==> src/rtl/dmem_wb_pkg.sv <==
// Shared types and defaults for the data-memory write buffer.
// Optional store coalescing is enabled with WB_COALESCE_EN.
package dmem_wb_pkg;

  localparam int WB_DEPTH  = 4;
  localparam int WB_ADDR_W = 6;
  localparam int WB_WR_LAT = 4;
  localparam int WORD_OFS  = 2;

  typedef enum logic {
    WB_IDLE,
    WB_WRITE
  } wb_state_t;

  typedef struct packed {
    logic [WB_ADDR_W-1:0] idx;
    logic [31:0]          data;
  } wb_entry_t;

endpackage

==> src/rtl/dmem_wb_fifo.sv <==
// Write-buffer entry storage, pointers and occupancy count.
// Entries are also presented oldest-first for the load forwarding path.
module dmem_wb_fifo
  import dmem_wb_pkg::*;
#(
  parameter int DEPTH  = WB_DEPTH,
  parameter int ADDR_W = WB_ADDR_W,
  localparam int PW    = $clog2(DEPTH),
  localparam int CW    = $clog2(DEPTH) + 1
) (
  input  logic              clk,
  input  logic              rst_n,
  input  logic              push,
  input  logic [ADDR_W-1:0] pushIdx,
  input  logic [31:0]       pushData,
  input  logic              pop,
  input  logic              merge,
  output logic [CW-1:0]     count,
  output logic [ADDR_W-1:0] headIdx,
  output logic [31:0]       headData,
  output logic [ADDR_W-1:0] tailIdx,
  output logic              ageValid [DEPTH],
  output logic [ADDR_W-1:0] ageIdx   [DEPTH],
  output logic [31:0]       ageData  [DEPTH]
);

  logic [ADDR_W-1:0] idxQ  [DEPTH];
  logic [31:0]       dataQ [DEPTH];
  logic [PW-1:0]     headPtr;
  logic [PW-1:0]     tailPtr;
  logic [PW-1:0]     lastPtr;

  assign lastPtr  = tailPtr - PW'(1);
  assign headIdx  = idxQ[headPtr];
  assign headData = dataQ[headPtr];
  assign tailIdx  = idxQ[lastPtr];

  always_ff @(posedge clk or negedge rst_n) begin
    if (!rst_n) begin
      headPtr <= '0;
      tailPtr <= '0;
      count   <= '0;
    end else begin
      if (push) tailPtr <= tailPtr + PW'(1);
      if (pop)  headPtr <= headPtr + PW'(1);
      count <= count + CW'(push) - CW'(pop);
    end
  end

  // Storage is not reset; only entries below count are ever observed.
  always_ff @(posedge clk) begin
    if (push) begin
      idxQ[tailPtr]  <= pushIdx;
      dataQ[tailPtr] <= pushData;
    end
    if (merge) dataQ[lastPtr] <= pushData;
  end

  always_comb begin
    for (int k = 0; k < DEPTH; k++) begin
      ageValid[k] = CW'(k) < count;
      ageIdx[k]   = idxQ[headPtr + PW'(k)];
      ageData[k]  = dataQ[headPtr + PW'(k)];
    end
  end

endmodule

==> src/rtl/dmem_write_buffer.sv <==
// M-stage data memory with a posted write buffer and slow backing array.
// Define WB_COALESCE_EN to merge stores that hit the youngest entry.
module dmem_write_buffer
  import dmem_wb_pkg::*;
#(
  parameter int DEPTH  = WB_DEPTH,
  parameter int ADDR_W = WB_ADDR_W,
  parameter int WR_LAT = WB_WR_LAT
) (
  input  logic        clk,
  input  logic        reset,
  input  logic        MemWriteM,
  input  logic [31:0] DataAdrM,
  input  logic [31:0] WriteDataM,
  output logic [31:0] ReadDataM,
  output logic        MemBusyM
);

  localparam int CW = $clog2(DEPTH) + 1;
  localparam int LW = $clog2(WR_LAT + 1);

  logic [31:0]       mem [2**ADDR_W];
  logic [ADDR_W-1:0] idx;
  wb_state_t         state;
  logic [LW-1:0]     lat;
  logic              push;
  logic              pop;
  logic              merge;
  logic [CW-1:0]     count;
  logic [ADDR_W-1:0] headIdx;
  logic [31:0]       headData;
  logic [ADDR_W-1:0] tailIdx;
  logic              ageValid [DEPTH];
  logic [ADDR_W-1:0] ageIdx   [DEPTH];
  logic [31:0]       ageData  [DEPTH];
  logic              full;
  logic              unusedAdr;

  assign idx       = DataAdrM[ADDR_W+WORD_OFS-1:WORD_OFS];
  assign unusedAdr = ^{DataAdrM[31:ADDR_W+WORD_OFS], DataAdrM[WORD_OFS-1:0]};
  assign full      = count == CW'(DEPTH);

`ifdef WB_COALESCE_EN
  // The head under commit is already being copied out, so it cannot absorb data.
  assign merge = MemWriteM && count != '0 && tailIdx == idx
              && !(state == WB_WRITE && count == CW'(1));
`else
  logic unusedTail;
  assign unusedTail = ^tailIdx;
  assign merge      = 1'b0;
`endif

  assign push     = MemWriteM && !merge && !full;
  assign MemBusyM = MemWriteM && !merge && full;
  assign pop      = state == WB_WRITE && lat == '0;

  dmem_wb_fifo #(
    .DEPTH (DEPTH),
    .ADDR_W(ADDR_W)
  ) u_fifo (
    .clk     (clk),
    .rst_n   (reset),
    .push    (push),
    .pushIdx (idx),
    .pushData(WriteDataM),
    .pop     (pop),
    .merge   (merge),
    .count   (count),
    .headIdx (headIdx),
    .headData(headData),
    .tailIdx (tailIdx),
    .ageValid(ageValid),
    .ageIdx  (ageIdx),
    .ageData (ageData)
  );

  always_ff @(posedge clk or negedge reset) begin
    if (!reset) begin
      state <= WB_IDLE;
      lat   <= '0;
    end else begin
      unique case (state)
        WB_IDLE: begin
          if (count != '0) begin
            state <= WB_WRITE;
            lat   <= LW'(WR_LAT - 1);
          end
        end
        WB_WRITE: begin
          if (lat == '0) state <= WB_IDLE;
          else           lat   <= lat - LW'(1);
        end
        default: state <= WB_IDLE;
      endcase
    end
  end

  always_ff @(posedge clk) begin
    if (pop) mem[headIdx] <= headData;
  end

  // Later (younger) matches override earlier ones.
  always_comb begin
    ReadDataM = mem[idx];
    for (int k = 0; k < DEPTH; k++) begin
      if (ageValid[k] && ageIdx[k] == idx) ReadDataM = ageData[k];
    end
    if (!reset) ReadDataM = '0;
  end

endmodule

==> config.mk <==
export PLATFORM = sky130hd
export DESIGN_NAME = dmem_write_buffer
export DESIGN_NICKNAME = d
export VERILOG_FILES = /design/src/rtl/dmem_wb_pkg.sv /design/src/rtl/dmem_wb_fifo.sv /design/src/rtl/dmem_write_buffer.sv
export SDC_FILE = /design/constraint.sdc
export NUM_CORES = 2
export LEC_CHECK = 0
export BUFFER_PORTS_ARGS = -buffer_cell sky130_fd_sc_hd__buf_4
export CAP_MARGIN = 20
export CORE_ASPECT_RATIO = 1.75
export CORE_MARGIN = 4
export CORE_UTILIZATION = 45
export CTS_BUF_LIST = sky130_fd_sc_hd__clkbuf_16
export DETAILED_ROUTE_END_ITERATION = 8
export PLACE_DENSITY = 0.64
export SYNTH_ARGS = -nofsm -noshare
export SYNTH_HDL_FRONTEND = slang
export SYNTH_SLANG_ARGS = --single-unit
export TNS_END_PERCENT = 5
==> constraint.sdc <==
create_clock -name clk -period 11.6 [get_ports clk]
set_clock_uncertainty 0.05 [all_clocks]
set_input_delay 0.58 -clock clk [delete_from_list [all_inputs] [get_ports clk]]
set_output_delay 0.58 -clock clk [all_outputs]
set_load 0.005 [all_outputs]
==> insert_results.sql <==
INSERT INTO impl_metrics (metric_group, metric, value, unit) VALUES
('worst_setup_path', 'crit_start', 'DataAdrM[2]', ''),
('detailed_routing', 'route.detailed.drc', '0', ''),
('power_and_ir_drop', 'finalPower', '20510', 'µW'),
('detailed_routing', 'wl_per_cell', '29.36', 'µm'),
('worst_setup_path', 'worstPathMaxFanout', '72', ''),
('synth', 'syn_avg_cell_area', '18.98', 'µm²'),
('clock_tree', 'cts_resized', '0', ''),
('power_and_ir_drop', 'power_frac_clock', '29.1', '%'),
('final_layout', 'final_util', '50.39', '%'),
('worst_setup_path', 'path_class', 'in2out', ''),
('floorplanning', 'ioPinCount', '100', ''),
('clock_tree', 'cts.clk_slew.worst_paths', '0.07', 'ns'),
('worst_setup_path', 'reg2reg_setup_slack', '7.29', 'ns'),
('synth', 'yosys_register_bits', '2211', ''),
('worst_setup_path', 'cp_slowest_stage_delay', '0.97', 'ns'),
('grt', 'maximum_number_of_pins_on_one_net_before_global_route_repair', '110', ''),
('detailed_routing', 'drt-vias-per-instance', '6.074', ''),
('worst_setup_path', 'worst-endpoint-required', '10.97', 'ns'),
('timing', 'layout_setup_ws', '5.425', 'ns'),
('worst_setup_path', 'timing.critical_path.from_type', 'input port', ''),
('power_and_ir_drop', 'switching_portion_of_total_power', '27.73', '%'),
('worst_setup_path', 'critical_path.cell_chain', 'buf_8 -> buf_4 -> buf_4 -> mux4_2 -> o21a_1 -> o32a_1 -> or2_2 -> a311oi_1 -> a211o_1 -> o221ai_1 -> buf_4', ''),
('grt', 'global_route_wire_length_before_repair', '322400', 'µm'),
('power_and_ir_drop', 'power.ir.vdd_worst', '148.6', 'µV'),
('detailed_routing', 'ant_nets', '0', ''),
('timing', 'rsz0062_at_grt', 'no', ''),
('synth', 'synth-warning-count', '0', ''),
('timing', 'layout_worst_path_cycle_share', '53.23', '%'),
('floorplanning', 'die_area', '0.2062', 'mm²'),
('min_path', 'whs_endpoint', 'u_fifo.idxQ[1][5]', ''),
('clock_tree', 'cts_tree', 'yes', ''),
('power_and_ir_drop', 'power_frac_comb', '18.8', '%'),
('floorplanning', 'fp.coreArea', '0.1978', 'mm²'),
('worst_setup_path', 'worstRegToRegCells', '5', ''),
('power_and_ir_drop', 'seqPwrFrac', '52.1', '%'),
('grt', 'grt_pass1_vias', '47240', ''),
('detailed_routing', 'drt-total-wl', '223700', 'µm'),
('placed_design', 'finalWeightedCongestion', '0.7795', ''),
('clock_tree', 'cts_setup_buffers', '0', ''),
('placed_design', 'place_ws', '5.521', 'ns'),
('synth', 'seq_area_frac_synth', '74.19', '%'),
('worst_setup_path', 'cpMostUsedCell', 'sky130_fd_sc_hd__buf_4', ''),
('clock_tree', 'cts_made_buffers', '186', ''),
('clock_tree', 'clock_network_latency_to_the_later_pin_of_the_worst_skew_pair', '0.81', 'ns'),
('grt', 'grtUsageTotal', '21.45', '%'),
('synth', 'ys.flop_type', 'sky130_fd_sc_hd__edfxtp_1', ''),
('power_and_ir_drop', 'power.internal', '14820', 'µW'),
('power_and_ir_drop', 'cellLeakagePower', '0.03197', 'µW'),
('timing', 'final_period_minus_worst_setup_slack', '6.175', 'ns'),
('detailed_routing', 'via_count', '46270', ''),
('power_and_ir_drop', 'cellPowerDensity', '205.7', 'mW/mm²'),
('synth', 'synth.net_count', '4790', ''),
('floorplanning', 'dieWidth', '345.0', 'µm'),
('job', 'max_cap_violations', '0', ''),
('placed_design', 'dpl-instance-area', '0.09366', 'mm²'),
('worst_setup_path', 'arrival', '5.55', 'ns'),
('clock_tree', 'cts_buffer_depth', '4', ''),
('timing', 'slew_headroom', '20.97', '%'),
('final_layout', 'synthToLayoutAreaGrowth', '11.48', '%'),
('detailed_routing', 'detail_route.iter0.violations', '3960', ''),
('final_layout', 'finalNetCount', '4945', ''),
('clock_tree', 'htree_num_levels', '4', ''),
('clock_tree', 'cts.hold.buffers_added', '33', ''),
('min_path', 'worstHoldPathCells', '1', ''),
('worst_setup_path', 'worst_r2r_endpoint', 'mem[23][26]', ''),
('status', 'run_status', 'finished, final reports clean', ''),
('worst_setup_path', 'regToRegStartpoint', 'u_fifo.headPtr[1]', ''),
('synth', 'post_synth_instance_area', '0.08942', 'mm²'),
('synth', 'synth_commonest_cells', 'sky130_fd_sc_hd__edfxtp_1, sky130_fd_sc_hd__mux2i_1, sky130_fd_sc_hd__mux4_2', ''),
('clock_tree', 'clk_root_buffer_cell', 'sky130_fd_sc_hd__clkbuf_16', ''),
('timing', 'tightestPinTransition', '1.167', 'ns');
==> routing by layer <==
layer	GRT usage, %	share of wire (%)
met1	25.45	36
met2	39.90	54
met3	2.517	6.0
met4	7.702	3.7
met5	0	0.0058
==> area by class of cell <==
cell class                 count  area (µm²)  share of cell area (%)
inverter                      18       75.07                 0.07530
clock buffer                 189        4730                   4.744
tap                         2616        3273                   3.283
multi-input combinational   2172       22060                   22.13
sequential                  2211       66350                   66.55
timing repair buffer         278        2295                   2.302
clock inverter               133       912.1                  0.9149
antenna                        1       2.502                0.002510
==> power by group through the flow <==
stage / logic (µW) / registers, µW / clock network (µW)
after global routing: 4180 / 10700 / 6390
after CTS: 3840 / 10700 / 6060
final: 3870 / 10700 / 5960
after global placement: 3680 / 10800 / 0
after detailed placement: 3820 / 10900 / 0
after floorplan: 2350 / 10900 / 0
==> cell usage in the layout (no fill, tap or decap), types with 19 or more instances in the layout <==
| master | count |
|---|---|
| sky130_fd_sc_hd__nor3_1 | 61 |
| sky130_fd_sc_hd__mux2i_1 | 525 |
| sky130_fd_sc_hd__nor2_1 | 112 |
| sky130_fd_sc_hd__a22oi_1 | 19 |
| sky130_fd_sc_hd__a221oi_1 | 135 |
| sky130_fd_sc_hd__inv_1 | 51 |
| sky130_fd_sc_hd__a221o_1 | 70 |
| sky130_fd_sc_hd__mux2_2 | 59 |
| sky130_fd_sc_hd__o31ai_1 | 29 |
| sky130_fd_sc_hd__clkinv_1 | 44 |
| sky130_fd_sc_hd__dlygate4sd3_1 | 33 |
| sky130_fd_sc_hd__o21ai_0 | 136 |
| sky130_fd_sc_hd__nand3_1 | 30 |
| sky130_fd_sc_hd__a21oi_1 | 73 |
| sky130_fd_sc_hd__edfxtp_1 | 2200 |
| sky130_fd_sc_hd__a211oi_1 | 58 |
| sky130_fd_sc_hd__o21ai_1 | 38 |
| sky130_fd_sc_hd__a21oi_4 | 24 |
| sky130_fd_sc_hd__nor2_4 | 65 |
| sky130_fd_sc_hd__buf_4 | 233 |
| sky130_fd_sc_hd__xnor2_1 | 27 |
| sky130_fd_sc_hd__clkinv_2 | 31 |
| sky130_fd_sc_hd__mux4_2 | 337 |
| sky130_fd_sc_hd__clkbuf_16 | 189 |
| sky130_fd_sc_hd__a31oi_1 | 25 |
| sky130_fd_sc_hd__nand2_1 | 140 |
==> worst max-delay path, delay by kind of cell <==
kind	cells	cell delay, ns
compound gates	5	1.75
buf+inv	4	2.09
mux	1	0.57
simple gates	1	0.29
==> flip-flops by register name (all words and copies together), names as in the netlist <==
register and cells:
lat 3, u_fifo.tailPtr 2, u_fifo.dataQ 128, u_fifo.headPtr 2, mem 2048, state 1, u_fifo.idxQ 24, u_fifo.count 3
==> per-stage QoR <==
step | cells | hold slack (ns)
floorplan | 4712 | 0.2344
global placement | 7259 | 0.4164
detailed placement | 7259 | 0.4322
CTS | 7614 | 0.01352
global route | 7618 | 0.02698
finish | 7618 | 0.04686
==> kinds of logic (layout without fill, tap and decap cells) <==
group,after synthesis,count (layout),synth area share [%]
flops,2211,2211,74.19
mux,925,925,15.16
compound gates,707,707,5.626
simple gates,497,497,2.514
buf+inv,329,618,2.033
xor+xnor,32,32,0.3134
fa+ha+maj,11,11,0.1623
other cells,0,1,0
==> worst max path at each step <==
stage	end	slack, ns	cells past startpoint
after global placement	ReadDataM[24]	5.55	11
after detailed placement	ReadDataM[24]	5.52	11
after global routing	ReadDataM[11]	5.21	11
after floorplan	ReadDataM[10]	6.98	11
after CTS	ReadDataM[11]	5.47	11
final	ReadDataM[24]	5.42	11
No activity file was read; power rests on OpenSTA's default activity.
